===== config.mk =====
export PLATFORM = sky130hd
export DESIGN_NAME = muldiv_hilo_ctrl
export DESIGN_NICKNAME = d
export VERILOG_FILES = /design/src/rtl/muldiv_hilo_ctrl.sv
export SDC_FILE = /design/constraint.sdc
export NUM_CORES = 2
export LEC_CHECK = 0
export ABC_AREA = 1
export BUFFER_PORTS_ARGS = -buffer_cell sky130_fd_sc_hd__clkbuf_2
export CAP_MARGIN = 20
export CORE_UTILIZATION = 65
export DETAILED_ROUTE_END_ITERATION = 10
export PLACE_DENSITY = 0.95
export SETUP_SLACK_MARGIN = 0.2
export SKIP_LAST_GASP = 1
export SYNTH_ARGS = -nofsm -noshare
export SYNTH_HDL_FRONTEND = slang
export SYNTH_SLANG_ARGS = --single-unit

===== constraint.sdc =====
create_clock -name clk -period 8.2 [get_ports clk]
set_input_delay 0.82 -clock clk [delete_from_list [all_inputs] [get_ports clk]]
set_output_delay 0.82 -clock clk [all_outputs]
set_load 0.02 [all_outputs]

===== src/rtl/muldiv_hilo_ctrl.sv =====
// Purpose: sequences MULT/MULTU/DIV/DIVU for the execute stage and owns the HI/LO pair (MTHI/MTLO writes).
// Latency: multiply commits MUL_LAT edges after accept, divide commits 32 edges after accept; done pulses the cycle after.
// Backpressure: stall holds the pipeline while busy and in the requesting cycle; start while busy is ignored, flush aborts.
module muldiv_hilo_ctrl #(
  parameter int MUL_LAT = 2
) (
  input  logic        clk,
  input  logic        resetn,
  input  logic        start,
  input  logic [1:0]  op,
  input  logic [31:0] src_a,
  input  logic [31:0] src_b,
  input  logic        flush,
  input  logic        hi_we,
  input  logic        lo_we,
  input  logic [31:0] hilo_wdata,
  output logic        stall,
  output logic        busy,
  output logic        done,
  output logic [31:0] hi_o,
  output logic [31:0] lo_o
);

  typedef enum logic [1:0] {
    ST_IDLE = 2'd0,
    ST_MUL  = 2'd1,
    ST_DIV  = 2'd2
  } state_e;

  // Last counter value of each operation; the commit happens on the edge that leaves it.
  localparam logic [4:0] MUL_LAST = 5'(MUL_LAT - 1);
  localparam logic [4:0] DIV_LAST = 5'd31;

  state_e      state_q, state_d;
  logic [4:0]  cnt_q, cnt_d;
  logic [31:0] a_q, a_d;      // operand magnitudes (absolute value for signed ops)
  logic [31:0] b_q, b_d;
  logic        sa_q, sa_d;    // original operand signs, forced to 0 for unsigned ops
  logic        sb_q, sb_d;
  logic [32:0] rem_q, rem_d;  // partial remainder
  logic [31:0] quo_q, quo_d;  // dividend shifts out of the top, quotient bits shift in at the bottom
  logic [31:0] hi_q, hi_d;
  logic [31:0] lo_q, lo_d;
  logic        done_q, done_d;

  // Datapath intermediates
  logic        op_signed;
  logic [31:0] mag_a, mag_b;
  logic [63:0] prod_mag, prod;
  logic [32:0] rem_sh, rem_diff, rem_step;
  logic        rem_ge;
  logic [31:0] quo_step;
  logic [31:0] quo_fix, rem_fix, a_orig;
  logic        quo_neg, rem_neg, div_by_zero;

  // The remainder is always below the divisor between steps, so its top bit never feeds the next shift.
  logic unused_rem_top;
  assign unused_rem_top = rem_q[32];

  assign busy  = (state_q != ST_IDLE);
  assign stall = busy | (start & ~busy & ~flush);
  assign done  = done_q;
  assign hi_o  = hi_q;
  assign lo_o  = lo_q;

  // Operand conditioning, multiplier, one restoring-divide step and the commit-time sign fix-up.
  always_comb begin
    op_signed = ~op[0];
    mag_a     = (op_signed & src_a[31]) ? -src_a : src_a;
    mag_b     = (op_signed & src_b[31]) ? -src_b : src_b;

    quo_neg     = sa_q ^ sb_q;
    rem_neg     = sa_q;
    div_by_zero = (b_q == 32'd0);

    prod_mag = {32'd0, a_q} * {32'd0, b_q};
    prod     = quo_neg ? -prod_mag : prod_mag;

    rem_sh   = {rem_q[31:0], quo_q[31]};
    rem_ge   = (rem_sh >= {1'b0, b_q});
    rem_diff = rem_sh - {1'b0, b_q};
    rem_step = rem_ge ? rem_diff : rem_sh;
    quo_step = {quo_q[30:0], rem_ge};

    quo_fix = quo_neg ? -quo_step : quo_step;
    rem_fix = rem_neg ? -rem_step[31:0] : rem_step[31:0];
    // Divide-by-zero reports the dividend as it was presented, so undo the magnitude conversion.
    a_orig  = rem_neg ? -a_q : a_q;
  end

  // Next-state, operand capture, iteration and HI/LO commit.
  always_comb begin
    state_d = state_q;
    cnt_d   = cnt_q;
    a_d     = a_q;
    b_d     = b_q;
    sa_d    = sa_q;
    sb_d    = sb_q;
    rem_d   = rem_q;
    quo_d   = quo_q;
    hi_d    = hi_q;
    lo_d    = lo_q;
    done_d  = 1'b0;

    case (state_q)
      ST_IDLE: begin
        // Register writes land now; an op accepted in the same cycle overwrites them at commit.
        if (hi_we) hi_d = hilo_wdata;
        if (lo_we) lo_d = hilo_wdata;
        if (start && !flush) begin
          a_d     = mag_a;
          b_d     = mag_b;
          sa_d    = op_signed & src_a[31];
          sb_d    = op_signed & src_b[31];
          cnt_d   = 5'd0;
          rem_d   = 33'd0;
          quo_d   = mag_a;
          state_d = op[1] ? ST_DIV : ST_MUL;
        end
      end

      ST_MUL: begin
        if (flush) begin
          cnt_d   = 5'd0;
          state_d = ST_IDLE;
        end else if (cnt_q == MUL_LAST) begin
          hi_d    = prod[63:32];
          lo_d    = prod[31:0];
          done_d  = 1'b1;
          cnt_d   = 5'd0;
          state_d = ST_IDLE;
        end else begin
          cnt_d = cnt_q + 5'd1;
        end
      end

      ST_DIV: begin
        if (flush) begin
          cnt_d   = 5'd0;
          state_d = ST_IDLE;
        end else begin
          rem_d = rem_step;
          quo_d = quo_step;
          if (cnt_q == DIV_LAST) begin
            if (div_by_zero) begin
              hi_d = a_orig;
              lo_d = 32'hFFFF_FFFF;
            end else begin
              hi_d = rem_fix;
              lo_d = quo_fix;
            end
            done_d  = 1'b1;
            cnt_d   = 5'd0;
            state_d = ST_IDLE;
          end else begin
            cnt_d = cnt_q + 5'd1;
          end
        end
      end

      default: begin
        state_d = ST_IDLE;
        cnt_d   = 5'd0;
      end
    endcase
  end

  // State and datapath registers; reset drops any in-flight operation and clears HI/LO.
  always_ff @(posedge clk or negedge resetn) begin
    if (!resetn) begin
      state_q <= ST_IDLE;
      cnt_q   <= 5'd0;
      a_q     <= 32'd0;
      b_q     <= 32'd0;
      sa_q    <= 1'b0;
      sb_q    <= 1'b0;
      rem_q   <= 33'd0;
      quo_q   <= 32'd0;
      hi_q    <= 32'd0;
      lo_q    <= 32'd0;
      done_q  <= 1'b0;
    end else begin
      state_q <= state_d;
      cnt_q   <= cnt_d;
      a_q     <= a_d;
      b_q     <= b_d;
      sa_q    <= sa_d;
      sb_q    <= sb_d;
      rem_q   <= rem_d;
      quo_q   <= quo_d;
      hi_q    <= hi_d;
      lo_q    <= lo_d;
      done_q  <= done_d;
    end
  end

endmodule


==> out/results.tsv, run 1 <==
stage	metric	value	unit
global_routing	grt.total_usage	61.6	%
status	haltStage	global routing (5_1_grt)	
global_routing	grt_overflow_total	15	
clock_tree	cts_buffers	25	
placement	place_ws	-283	ps
floorplanning	ios	171	
global_routing	grt_pass1_vias	68000	
clock_tree	clk_path_buf_depth	3	
floorplanning	start_util	66.1	%
yosys	yosysMostFrequentCell	nand2_1	
global_routing	grt_max_degree	95	
status	tool.error	[ERROR GRT-0116] Global routing finished with congestion. Check the congestion regions in the DRC Viewer.	
yosys	synth_cell_types	61	
yosys	synth_fp_nets	9554	
yosys	ys_seq_area_share	9.09	%
yosys	avgSynthCellArea	6.74	µm²
clock_tree	clockRootBuffer	clkbuf_16	
yosys	synth_top_cell_area_share	32.3	%
status	status	aborted with a tool error	
yosys	ys_seq_elements	202	
global_routing	grt_pass1_wl	398000	µm
yosys	synth_edf_count	0	
clock_tree	cts_sinks	202	
yosys	synthFlopType	dfrtp_1	
floorplanning	die_x	294	µm
floorplanning	num_rows	106	
placement	placed_area	58600	µm²
placement	dpl.hpwl	163000	µm
yosys	synthArstFlopShare	100	%
yosys	syn-cell-area	55600	µm²
placement	gp_congestion	1.32	
yosys	synth_common_cells	2,527 x nand2_1, 2,129 x inv_1, 897 x fa_1	
yosys	syn-instance-count	8245	
yosys	synth_area_leaders	fa_1 32%, nand2_1 17%, inv_1 14%	
floorplanning	die_h	294	µm
clock_tree	htree_levels	1	
placement	io_buffers	170	
yosys	yosys_warnings	0	
yosys	yosysTopAreaCell	fa_1	
## cells by family after synthesis
family	synth area share [%]
and+or+nand+nor	26.4
buffers and inverters	17.1
adders and majority gates	39.2
AOI/OAI and AO/OA	6.53
DFF	9.09
xor gates and xnor gates	1.62
## per-layer routing
layer,global-route usage [%],overflow
met1,61.7,0
met2,74.9,3
met3,49.7,2
met4,58.7,9
met5,33.2,1
## timing repair
item | 4_1_cts
endpoints found under the setup margin | 37
cloned | 6
endpoints found under the hold margin | 0
setup buffers | 20
gates resized for setup | 173
pin swaps | 25
hold buffers | 0
## stage by stage
step	cells	hold slack (ps)
floorplan	8245	467
global placement	9382	472
detailed placement	9383	483
CTS	9453	321
==> run 2, diff against run 1 <==
Settings changed: CORE_UTILIZATION 65 to 40, PLACE_DENSITY 0.95 to not set, PLACE_DENSITY_LB_ADDON set to 0.15, SETUP_SLACK_MARGIN 0.2 to not set.
==> out/results.tsv, run 2 <==
stage	metric	value	unit	change
status	status	completed		
floorplanning	die_x	375	µm	+27%
yosys	syn-instance-count	8245		unchanged
sta	timing.final.crit_share	99.7	%	
hold_path	hold_path_class	input pin to async pin		
route	viasPerCell	5.05		
sta	slew-limit-headroom	25.8	%	
yosys	synth_common_cells	2,527 x nand2_1, 2,129 x inv_1, 897 x fa_1		
clock_tree	clk_path_buf_depth	3		unchanged
cells_and_area	fin_area	63900	µm²	
clock_tree	htree_levels	1		unchanged
sta	clock_skew	19.8	ps	
yosys	yosysTopAreaCell	fa_1		
global_routing	antenna_found_initial	11		
sta	slew_violations	0		
global_routing	grt_pass1_vias	52300		
yosys	synthArstFlopShare	100	%	unchanged
yosys	synthFlopType	dfrtp_1		
floorplanning	coreArea	138000	µm²	
route	dr.pass1.iters	6		
clock_tree	cts_tree	yes		
route	vias	52600		
cells_and_area	area_growth	14.9	%	
critical_path	arrival	8700	ps	
sta	rsz0062_at_grt	true		
yosys	avgSynthCellArea	6.74	µm²	unchanged
critical_path	critical_path_peak_fanout	5		
yosys	synth_edf_count	0		unchanged
global_routing	grt_max_degree	84		
critical_path	cp-start-kind	flop		
yosys	synth_cell_types	61		unchanged
placement	gp_congestion	0.984		-25%
clock_tree	cts_buffers	26		+4.0%
critical_path	reg2reg_depth	43		
clock_tree	clockRootBuffer	clkbuf_16		
floorplanning	die-area	140000	µm²	
sta	tightest_slew	1110	ps	
cells_and_area	fin_nets	9900		
sta	setup_viol	0		
route	drc	0		
placement	place_inst	10300		+10%
critical_path	worstSetupPathType	flop to flop		
route	final_antenna_net_count	0		
route	totalWireLength	213000	µm	
flow_run	cap_violations	0		
critical_path	critical-path-slowest-cell	fa_2		
placement	placed_area	61700	µm²	+5.4%
route	wire_per_inst	20.5	µm	
yosys	synth_fp_nets	9554		unchanged
yosys	synth_top_cell_area_share	32.3	%	unchanged
sta	hold_viol	0		
floorplanning	die_h	375	µm	+27%
global_routing	grt.total_usage	30.3	%	
sta	max_freq	0.122	GHz	
cells_and_area	final_cell_mix	2,443 x nand2_1, 2,125 x inv_1, 878 x fa_1		
cells_and_area	final_common_cell	nand2_1		
critical_path	path_common_cell	nand2_1		
critical_path	cp.required	8720	ps	
floorplanning	num_rows	136		+28%
cells_and_area	final_cells	10400		
clock_tree	clkLatencyLatePin	590	ps	
floorplanning	start_util	40.4	%	-26 points
yosys	yosysMostFrequentCell	nand2_1		
critical_path	cpPeakStageDelay	600	ps	
floorplanning	ios	171		unchanged
critical_path	crit_path_end_kind	flop		
placement	dpl.hpwl	181000	µm	+11%
placement	io_buffers	170		unchanged
yosys	ys_seq_elements	202		unchanged
sta	fin_crit	8170	ps	
clock_tree	clkTransAtPathRegs	70	ps	
yosys	syn-cell-area	55600	µm²	unchanged
cells_and_area	final_util	46.4	%	
global_routing	grt_pass1_wl	325000	µm	
yosys	yosys_warnings	0		unchanged
critical_path	rrSetupSlack	30	ps	
clock_tree	cts_hold_buf	0		unchanged
global_routing	grt_overflow_total	0		
route	drt_iter0_markers	4599		
yosys	synth_area_leaders	fa_1 32%, nand2_1 17%, inv_1 14%		
clock_tree	cts_sinks	202		unchanged
yosys	ys_seq_area_share	9.09	%	unchanged
cells_and_area	drive_gt1_share	13.1	%	
==> run 2: cell counts after synthesis <==
No cell type changed its count.
==> run 2: per-layer routing <==
metal / part of all wire [%] / global-route usage (%) / vias up
li1: - / - / 24700
met1: 45 / 43.3 / 25900
met2: 45 / 48.8 / 1780
met3: 6.4 / 3.43 / 258
met4: 3.2 / 7.63 / 8
met5: 0.024 / 0 / -
==> run 2: through the flow <==
step | setup slack (ps) | hold slack, ps | setup TNS, ps
after floorplan | 806 | 467 | 0
after global placement | -489 | 479 | -6520
after detailed placement | -397 | 485 | -4400
after CTS | -26.6 | 241 | -26.6
after global routing | -337 | 266 | -5860
final | 25.8 | 224 | 0
==> run 2: repair_timing <==
item | CTS | global route
resized for setup | 58 | 229
pin swaps | 6 | 31
gates cloned | 0 | 1
endpoints found under the setup margin | 33 | 41
setup buffers | 5 | 16
hold endpoints to repair | 0 | 0
==> run 2: cell families (layout without fill, tap and decap cells) <==
group	count (synthesis)	after routing	share of synthesized area, %
other	0	3	0
DFF	202	202	9.09
buffers and inverters	2514	2880	17.1
and+or+nand+nor	3573	3573	26.4
xor gates and xnor gates	102	102	1.62
AOI/OAI and AO/OA	649	649	6.53
adders and majority gates	1205	1205	39.2
==> run 2: final timing paths <==
kind,startpoint,to
worst max-delay path,a_q[7]$_DFFE_PN0P_,hi_o[29]$_DFFE_PN0P_
worst min-delay path,resetn,cnt_q[4]$_DFFE_PN0P_
worst min register to register,hi_o[3]$_DFFE_PN0P_,hi_o[3]$_DFFE_PN0P_
min in group clk,op[1],state_q[1]$_DFFE_PN0P_
worst max register to register,a_q[7]$_DFFE_PN0P_,hi_o[29]$_DFFE_PN0P_
max in group asynchronous,resetn,b_q[6]$_DFFE_PN0P_
==> run 2: area by class of cell <==
| class | count | area, µm² |
|---|---|---|
| fillers | 14400 | 73800 |
| multi-input cells | 5529 | 42000 |
| inverters | 2141 | 8040 |
| repair buffers | 691 | 5560 |
| flip-flops and latches | 202 | 5070 |
| well taps | 1794 | 2240 |
| clock buffers | 29 | 683 |
| clock inverters | 19 | 246 |
| diodes | 3 | 7.51 |
==> run 2: worst max-delay path, delay by kind of cell, from the launching register on <==
family,cells,cell delay [ps]
adders and majority gates,9,4430
DFF,1,470
and+or+nand+nor,21,1990
AOI/OAI and AO/OA,1,140
buffers and inverters,12,1030
Power of run 2 is left out: the tool's default activity adds up to more than one toggle a clock period on the data nets, which glitch-free logic cannot reach.
